### config.mk
export PLATFORM = sky130hd
export DESIGN_NAME = gemm_rocc_responder
export DESIGN_NICKNAME = d
export VERILOG_FILES = /design/src/rtl/rocc_pkg.sv /design/src/rtl/tile_walker.sv /design/src/rtl/gemm_rocc_responder.sv
export SDC_FILE = /design/constraint.sdc
export NUM_CORES = 1
export LEC_CHECK = 0
export ABC_AREA = 0
export CORE_ASPECT_RATIO = 0.8
export CORE_MARGIN = 2
export CORE_UTILIZATION = 29
export CTS_BUF_LIST = sky130_fd_sc_hd__clkbuf_16
export CTS_CLUSTER_DIAMETER = 120
export DETAILED_ROUTE_END_ITERATION = 16
export PLACE_DENSITY = 0.55
export REMOVE_ABC_BUFFERS = 1
export SYNTH_ARGS = -nofsm -noshare
export SYNTH_HDL_FRONTEND = slang
export SYNTH_SLANG_ARGS = --single-unit
### constraint.sdc
create_clock -name clk -period 2.9 [get_ports clk]
set_input_delay 0.725 -clock clk [delete_from_list [all_inputs] [get_ports clk]]
set_output_delay 0.725 -clock clk [all_outputs]
set_load 0.03 [all_outputs]
### src/rtl/rocc_pkg.sv
// Shared RoCC command definitions: funct opcodes, responder FSM states and
// the field layout of the packed dimension operand.
package rocc_pkg;

   typedef enum logic [2:0] {
      FUNCT_GEMM    = 3'b000,
      FUNCT_CLR_ERR = 3'b001
   } funct_e;

   typedef enum logic [1:0] {
      ST_IDLE   = 2'd0,
      ST_ISSUE  = 2'd1,
      ST_RUN    = 2'd2,
      ST_FINISH = 2'd3
   } resp_state_e;

   // rs2 = {ignored[31:24], M[23:16], N[15:8], K[7:0]}
   localparam int RS2_M_LSB = 16;
   localparam int RS2_N_LSB = 8;
   localparam int RS2_K_LSB = 0;

endpackage

### src/rtl/tile_walker.sv
// Row-major walk over the output matrix in TILE x TILE steps, with the
// element counts of the current (possibly partial) edge tile.
module tile_walker #(
   parameter int TILE  = 4,
   parameter int DIM_W = 8,
   parameter int CNT_W = $clog2(TILE) + 1
) (
   input  logic             clk,
   input  logic             rst,
   input  logic             clear,
   input  logic             advance,
   input  logic [DIM_W-1:0] m,
   input  logic [DIM_W-1:0] n,
   output logic [DIM_W-1:0] row,
   output logic [DIM_W-1:0] col,
   output logic             last,
   output logic [CNT_W-1:0] tile_rows,
   output logic [CNT_W-1:0] tile_cols
);

   localparam logic [DIM_W:0] STEP = (DIM_W + 1)'(TILE);

   logic [DIM_W-1:0] r_row;
   logic [DIM_W-1:0] r_col;
   logic [DIM_W:0]   w_col_sum;
   logic [DIM_W:0]   w_row_sum;
   logic [DIM_W:0]   w_rem_rows;
   logic [DIM_W:0]   w_rem_cols;
   logic             w_col_wrap;

   // One extra bit keeps origin+TILE from wrapping when M or N is 255.
   always_comb begin
      w_col_sum  = {1'b0, r_col} + STEP;
      w_row_sum  = {1'b0, r_row} + STEP;
      w_col_wrap = (w_col_sum >= {1'b0, n});
      last       = w_col_wrap && (w_row_sum >= {1'b0, m});
      w_rem_rows = {1'b0, m} - {1'b0, r_row};
      w_rem_cols = {1'b0, n} - {1'b0, r_col};
      tile_rows  = (w_rem_rows >= STEP) ? CNT_W'(TILE) : CNT_W'(w_rem_rows);
      tile_cols  = (w_rem_cols >= STEP) ? CNT_W'(TILE) : CNT_W'(w_rem_cols);
   end

   // Advancing past the last tile leaves the origin alone; the job is over.
   always_ff @(posedge clk) begin
      if (rst || clear) begin
         r_row <= '0;
         r_col <= '0;
      end else if (advance && !last) begin
         if (w_col_wrap) begin
            r_col <= '0;
            r_row <= DIM_W'(w_row_sum);
         end else begin
            r_col <= DIM_W'(w_col_sum);
         end
      end
   end

   assign row = r_row;
   assign col = r_col;

endmodule

### src/rtl/gemm_rocc_responder.sv
// Accelerator end of the RoCC GEMM command: decodes one command, issues
// tile jobs to the systolic engine one at a time, then pulses done once.
module gemm_rocc_responder
   import rocc_pkg::*;
#(
   parameter int TILE   = 4,
   parameter int DIM_W  = 8,
   parameter int ADDR_W = 32
) (
   input  logic                     clk,
   input  logic                     rst,
   input  logic                     valid,
   input  logic [2:0]               funct,
   input  logic [ADDR_W-1:0]        rs1,
   input  logic [31:0]              rs2,
   output logic                     done,
   output logic                     busy,
   output logic                     err,
   output logic                     tile_req,
   input  logic                     tile_ack,
   input  logic                     tile_done,
   output logic [ADDR_W-1:0]        tile_base,
   output logic [DIM_W-1:0]         tile_row,
   output logic [DIM_W-1:0]         tile_col,
   output logic [DIM_W-1:0]         tile_k,
   output logic [$clog2(TILE):0]    tile_rows,
   output logic [$clog2(TILE):0]    tile_cols
);

   resp_state_e       r_state;
   resp_state_e       w_state_nxt;
   logic [ADDR_W-1:0] r_base;
   logic [DIM_W-1:0]  r_m;
   logic [DIM_W-1:0]  r_n;
   logic [DIM_W-1:0]  r_k;
   logic              r_err;

   logic [DIM_W-1:0]  w_cmd_m;
   logic [DIM_W-1:0]  w_cmd_n;
   logic [DIM_W-1:0]  w_cmd_k;
   logic              w_accept;
   logic              w_gemm_start;
   logic              w_advance;
   logic              w_last;
   logic              w_unused_rs2;

   assign w_cmd_m      = rs2[RS2_M_LSB +: DIM_W];
   assign w_cmd_n      = rs2[RS2_N_LSB +: DIM_W];
   assign w_cmd_k      = rs2[RS2_K_LSB +: DIM_W];
   assign w_unused_rs2 = ^rs2[31:24];

   // valid is only honoured in IDLE; a strobe during a job is dropped.
   assign w_accept     = (r_state == ST_IDLE) && valid;
   assign w_gemm_start = w_accept && (funct == FUNCT_GEMM);
   assign w_advance    = ((r_state == ST_ISSUE) && tile_ack && tile_done) ||
                         ((r_state == ST_RUN) && tile_done);

   always_ff @(posedge clk) begin
      if (rst) begin
         r_state <= ST_IDLE;
      end else begin
         r_state <= w_state_nxt;
      end
   end

   always_comb begin
      w_state_nxt = r_state;
      case (r_state)
         ST_IDLE: begin
            if (valid) begin
               if (funct == FUNCT_GEMM && w_cmd_m != '0 && w_cmd_n != '0) begin
                  w_state_nxt = ST_ISSUE;
               end else begin
                  w_state_nxt = ST_FINISH;
               end
            end
         end
         ST_ISSUE: begin
            if (tile_ack) begin
               if (tile_done) begin
                  w_state_nxt = w_last ? ST_FINISH : ST_ISSUE;
               end else begin
                  w_state_nxt = ST_RUN;
               end
            end
         end
         ST_RUN: begin
            if (tile_done) begin
               w_state_nxt = w_last ? ST_FINISH : ST_ISSUE;
            end
         end
         ST_FINISH: w_state_nxt = ST_IDLE;
         default:   w_state_nxt = ST_IDLE;
      endcase
   end

   always_comb begin
      tile_req = (r_state == ST_ISSUE);
      done     = (r_state == ST_FINISH);
      busy     = (r_state != ST_IDLE);
   end

   // Command latch and sticky error flag.
   always_ff @(posedge clk) begin
      if (rst) begin
         r_base <= '0;
         r_m    <= '0;
         r_n    <= '0;
         r_k    <= '0;
         r_err  <= 1'b0;
      end else if (w_accept) begin
         if (funct == FUNCT_GEMM) begin
            r_base <= rs1;
            r_m    <= w_cmd_m;
            r_n    <= w_cmd_n;
            r_k    <= w_cmd_k;
         end else if (funct == FUNCT_CLR_ERR) begin
            r_err <= 1'b0;
         end else begin
            r_err <= 1'b1;
         end
      end
   end

   tile_walker #(
      .TILE  (TILE),
      .DIM_W (DIM_W),
      .CNT_W ($clog2(TILE) + 1)
   ) u_walker (
      .clk       (clk),
      .rst       (rst),
      .clear     (w_gemm_start),
      .advance   (w_advance),
      .m         (r_m),
      .n         (r_n),
      .row       (tile_row),
      .col       (tile_col),
      .last      (w_last),
      .tile_rows (tile_rows),
      .tile_cols (tile_cols)
   );

   assign err       = r_err;
   assign tile_base = r_base;
   assign tile_k    = r_k;

endmodule

; ---- Word level (Yosys, flattened, before mapping)
; Cells that the tools add are included.
[word_totals]
ff_bits = 75
out_inout_bits = 66
[classes]
mux = 11
bitwise = 1
n_eq_ne = 7
n_reduce_logical = 21
n_lt_le_gt_ge = 4
addsub = 4
[op_table]
columns = cell, count
row1 = $add 8x3->9 const B, 2
row2 = $ge 9x3->1 const B, 2
row3 = $ge 9x8->1, 2
row4 = $sub 8x8->9, 2
row5 = $reduce_bool 8->1, 2
row6 = $mux 2, 6
row7 = $logic_and 1x1->1, 9
row8 = $mux 8, 1
row9 = $pmux 2 s4, 1
row10 = $mux 3, 2
row11 = $reduce_and 2->1, 3
row12 = $eq 2x2->1 const B, 2
row13 = $ne 2x2->1 const B, 2
row14 = $eq 3x1->1 const B, 1
row15 = $logic_not 3->1, 1
row16 = $reduce_and 3->1, 1
row17 = $eq 2x1->1 const B, 1
row18 = $logic_not 2->1, 1
row19 = $logic_or 1x1->1, 2
row20 = $ne 2x1->1 const B, 1
row21 = $reduce_bool 2->1, 1
row22 = $logic_not 1->1, 1
row23 = $mux 1, 1
row24 = $not 1->1, 1

; ---- Longest topological paths before layout
[depth]
depth_word = 7
ltp_mapped = 11

; ---- Hierarchy
; From an unflattened synthesis, not the netlist that was laid out.
[unflattened]
cells_unflattened = 474
area_unflattened_um2 = 3706.1
[by_module_without_submodules]
columns = mod, seq_area_each_um2, area_per_inst_um2, cells_per_inst, instances
row1 = gemm_rocc_responder, 1181.1, 2188.3, 278, 1
row2 = tile_walker, 240.2, 1517.7, 196, 1

; ---- Least setup slack after synthesis
; No wires, ideal clock.
[synth_timing]
path_kind = reg2out
start = reg u_walker.r_col[5], in the netlist u_walker.col[5]
end = out tile_cols[0]
arrival_time_ps = 2473
t_required_ps = 2175
setup_slack_ps = -298
stages_incl_launch_ff = 8
path_cell_list = dfxtp_1 -> inv_1 -> ha_1 -> nor4b_1 -> o21ai_0 -> a21oi_1 -> o2111ai_1 -> nor2_1
[synth_via]
elab_chain_cells = 3
[synth_lines]
columns = element, line
row1 = start: declaration, tile_walker.sv:24  ; logic [DIM_W-1:0] r_col;
row2 = start signal: assignment, tile_walker.sv:53  ; r_col <= DIM_W'(w_col_sum);
row3 = $sub 8x8->9, tile_walker.sv:38  ; w_rem_cols = {1'b0, n} - {1'b0, r_col};
row4 = $ge 9x3->1, tile_walker.sv:40  ; tile_cols = (w_rem_cols >= STEP) ? CNT_W'(TILE) : CNT_W'(w_rem_cols);
row5 = $mux 3, tile_walker.sv:40
row6 = end: declaration, gemm_rocc_responder.sv:27  ; output logic [$clog2(TILE):0] tile_cols
; No other way between the ends.

; ---- Final worst setup path
[layout_timing]
start = reg r_m[2]
end = out tile_rows[0]
[layout_via]
elab_chain_cells = 3
[layout_lines]
columns = element, line
row1 = start: declaration, gemm_rocc_responder.sv:33  ; logic [DIM_W-1:0] r_m;
row2 = start signal: assignment, gemm_rocc_responder.sv:114  ; r_m <= w_cmd_m;
row3 = $sub 8x8->9, tile_walker.sv:37  ; w_rem_rows = {1'b0, m} - {1'b0, r_row};
row4 = $ge 9x3->1, tile_walker.sv:39  ; tile_rows = (w_rem_rows >= STEP) ? CNT_W'(TILE) : CNT_W'(w_rem_rows);
row5 = $mux 3, tile_walker.sv:39
row6 = end: declaration, gemm_rocc_responder.sv:26  ; output logic [$clog2(TILE):0] tile_rows,
; No other way between the ends.

==> impl_results.md <==
* Timing-limited maximum frequency at 324 MHz
* Area enclosed by the die boundary at 14300 sq um
* CP bufs+invs at 4
* Switching pwr at 0.785 mW
* IO buf count at 125
* Top Family by Delay on Critical Path: compound AO/OA/AOI/OAI gates
* GRT Resource Usage Total at between 15 and 20%
* Min-delay worst type: flip-flop to flip-flop
* Status: complete, but fails checks
* Master cell of the clock root buffer: clkbuf_16
* Maximum number of pins on one net before global-route repair at 49
* Crit-path most repeated cell: inv_2
* Share of the synthesized area in the top cell type at 36.8%
* Die width at roughly 130 um
* Floorplan Core Area at 12900 sq um
* Final HPWL DP at 8350 um
* Number of enable flip-flop cells after synthesis at 0
* Kind of start point of the critical path: flip-flop
* Clock Pin Slew Worst Setup and Hold Paths at 0.06 ns
* Violated checks: negative setup slack
* Total placed instance area at between 5000 and 6000 sq um
* Count of mapped cells out of synthesis at between 400 and 500
* Core Rows at 37
* TritonCTS clock tree: built
* Combinational group share of total power at 21.3%
* RSZ-0062 raised after global routing: true
* Clock network latency to the later pin of the worst-skew pair at 0.33 ns
* Synthesized area at 3860 sq um
* Number of antenna diodes at 0
* Max-Cap Viols at 0
* Xor and xnor area share after synthesis at 2.04%
* Kind of critical path: flip-flop to output port
* Signal arrival time at the worst endpoint at 2.36 ns
* Number of global-route vias before repair at 3759
* Global-route wire length before repair at 18200 um
* Clock share of power at 41.9%
* Leakage power of the design at 2.06 nW
* H-tree levels at 3
* Area Growth Syn to Fin at 51.2%
* Synthesized-area fraction occupied by ao, oa, aoi and oai cells at 18.0%
* Internal power of the cells at between 2 and 2.5 mW
* Total global routing overflow at 0
* Average wire per cell in the routed design at around 14 um
* Synth cell types at 60
* Delay of the slowest cell on the worst path at 0.40 ns
* Switching Fraction at between 20 and 30%
* Fraction of synthesis flops using an asynchronous set or reset pin at 0%
* Vias per cell at 4.67
* Register bit total from synthesis at 71
* Top Ports at 138
* Syn avg cell area at 7.95 sq um
* TritonCTS buffer count at 9
* Final clock skew at 0.00734 ns
* Max stage delay cell, worst path: fa_2
* Total detailed-routing wirelength at 11200 um
* Portion of netlist area occupied by mux cells at 1.33%
* Combinational family with the most area after synthesis: simple AND/OR/NAND/NOR gates
* Starting utilization of the core area at 29.9%
* FILL cells at roughly 1300
* Chip height at approximately 110 um
* Worst-case hold slack at 0.452 ns
* Power per unit of standard cell area at 479 nW/um^2
* Top area cells in the synthesized netlist: dfxtp_1 (37%), nand2_1 (13%), a21oi_1 (9.3%)
* Initial detailed-routing violation count at 104
* Number of warnings printed during yosys synthesis at 0
* Worst vdd ir at 0.000326 V
* Fin. Hold Viols at 0
* Total area of multi-input combinational cells at 2300 sq um
* Number of max-slew violations in the final report at 0
* Number of placed instances, taps included at 785
* Library cell occupying the most area in the post-synthesis netlist: dfxtp_1
* Simple-gate area share of the yosys netlist at a little under a quarter
* Req. time, crit path at approximately 2.2 ns
* Count of placed standard cells in the final layout, fillers left out at 802
* Worst slew margin relative to its limit at 60.6%
* # nets final at 724
* Primary flip-flop cell chosen by synthesis mapping: dfxtp_1
* Sequential power share at 36.9%
* Pin slew with the least headroom to its limit at 0.591 ns
* Area taken by flip-flops and latches at between 1000 and 1500 sq um
* Adder and majority gate portion of the synthesized area at a little under a tenth
* Series of cell instances along the critical path: inv_2, ha_4, inv_2, fa_2, a21o_1, a21oi_2, xnor2_1, a211oi_2, buf_4, and2_4, buf_6
* Post-route setup slack at -0.186 ns
* Biggest fanout along the worst timing path at 2
* Remaining number of nets flagged by the antenna check after routing at 0
* Number of antenna violations at the first check in global routing at 0
* Minimum clock period after layout at ~3 ns
* Power Total at 2.80 mW
* Sequential area share after synthesis at ~37%
* Setup violators final at 3
* Post-route cell area at roughly 6000 sq um
* Share of post-route cells with drive strength above 1 at 15.6%
* Count of unresolved DRC violations after routing at 0
* Share of the clock period used by the worst path at 106%
* First-pass DRT Iterations at 4
* Post-CTS Hold Buffers at 0
* Endpoint kind of the worst setup timing path: output port
* Utilization after layout at 45.2%
* Clock Tree Buf Depth at 2
* # clock sinks at 71
* Detailed-route via count at 3744
* Final weighted congestion of routability-driven global placement at 0.829
==> worst reg2reg max path, cell delays in order, from the launching register on <==
cell	delay [ns]
dfxtp_2	0.36
buf_4	0.14
nand3_2	0.12
or3_4	0.38
xnor2_1	0.18
ha_1	0.28
inv_1	0.07
o221a_1	0.26
o211ai_4	0.20
nor4_2	0.30
mux2i_1	0.22
==> power groups by stage <==
| stage | Clock, mW | Sequential [mW] | Combinational [mW] |
|---|---|---|---|
| global placement | 0 | 1.05 | 0.557 |
| global route | 1.25 | 1.04 | 0.647 |
| CTS | 1.21 | 1.04 | 0.575 |
| finish | 1.17 | 1.03 | 0.595 |
| detailed placement | 0 | 1.06 | 0.563 |
| floorplan | 0 | 1.08 | 0.273 |
==> through the flow <==
| step | setup slack (ns) | TNS, ns |
|---|---|---|
| 2_1_floorplan | -0.298 | -0.664 |
| 3_3_place_gp | -0.180 | -0.180 |
| 3_5_place_dp | -0.296 | -0.418 |
| 4_1_cts | -0.201 | -0.541 |
| 5_1_grt | -0.295 | -0.712 |
| 6_report | -0.186 | -0.377 |
==> cell usage after synthesis (6+ instances only) <==
| library cell | number |
|---|---|
| nor2_1 | 7 |
| nand2_1 | 135 |
| dfxtp_1 | 71 |
| o21ai_0 | 6 |
| clkbuf_1 | 12 |
| xnor2_1 | 6 |
| buf_6 | 7 |
| nand4_1 | 7 |
| ha_1 | 28 |
| o211ai_1 | 8 |
| a21oi_1 | 72 |
| inv_1 | 36 |
==> worst paths after layout <==
kind                                              startpoint                           end  slack (ns)  cells after the start
worst max-delay path                     r_m[2]$_SDFFE_PP0P_                  tile_rows[0]       -0.19                     11
worst min-delay path                        err$_SDFFE_PP0P_              err$_SDFFE_PP0P_        0.45                      2
worst max register to register  u_walker.row[2]$_SDFFE_PP0P_  u_walker.row[6]$_SDFFE_PP0P_        0.32                     10
worst min register to register              err$_SDFFE_PP0P_              err$_SDFFE_PP0P_        0.45                      2
==> cells in the final DEF (no fill, tap or decap), types with 5 or more instances in the layout <==
cell               n
conb_1             6
clkdlybuf4s50_1  118
a21oi_1           69
dfxtp_2            5
nand2_1          134
o21ai_0            5
nand2b_1           5
o211ai_1           8
inv_2              5
nor2_1             6
inv_1             31
ha_1              21
nand4_1            7
ha_4               6
xnor2_1            6
clkbuf_16          9
dfxtp_1           63
buf_4             26
==> registers in the layout, indices dropped and copies added (netlist names) <==
name          flops
err               1
r_m               8
r_n               8
r_state           2
tile_base        32
tile_k            8
u_walker.col      6
u_walker.row      6
==> layout make-up <==
| class | instances | share of cell area, % |
|---|---|---|
| sequential | 71 | 24.6 |
| inverter | 36 | 2.31 |
| multi-input combinational | 356 | 39.4 |
| tap | 175 | 3.75 |
| clock inverter | 6 | 1.48 |
| timing repair buffer | 149 | 24.6 |
| clock buffer | 9 | 3.86 |
==> repair_timing <==
action	in CTS	in global routing
resized for setup	22	28
setup endpoints to repair	6	7
buffers inserted	1	1
pin swaps	5	7
==> per-layer routing <==
layer	GRT usage, %	share of wire (%)	routed length [um]	up-vias
met4	3.30	0.77	87	0
met3	10.8	13	1420	7
met2	25.8	44	4920	109
li1	-	-	-	1908
met5	0	0	0	-
met1	18.1	43	4810	1720
==> cells by family after synthesis <==
kind of cell | count (synthesis)
compound gates | 114
xor+xnor | 9
fa+ha+maj | 29
buf+inv | 63
flops | 71
mux | 5
other cells | 2
simple gates | 193
(Power assumes the default switching activity.)
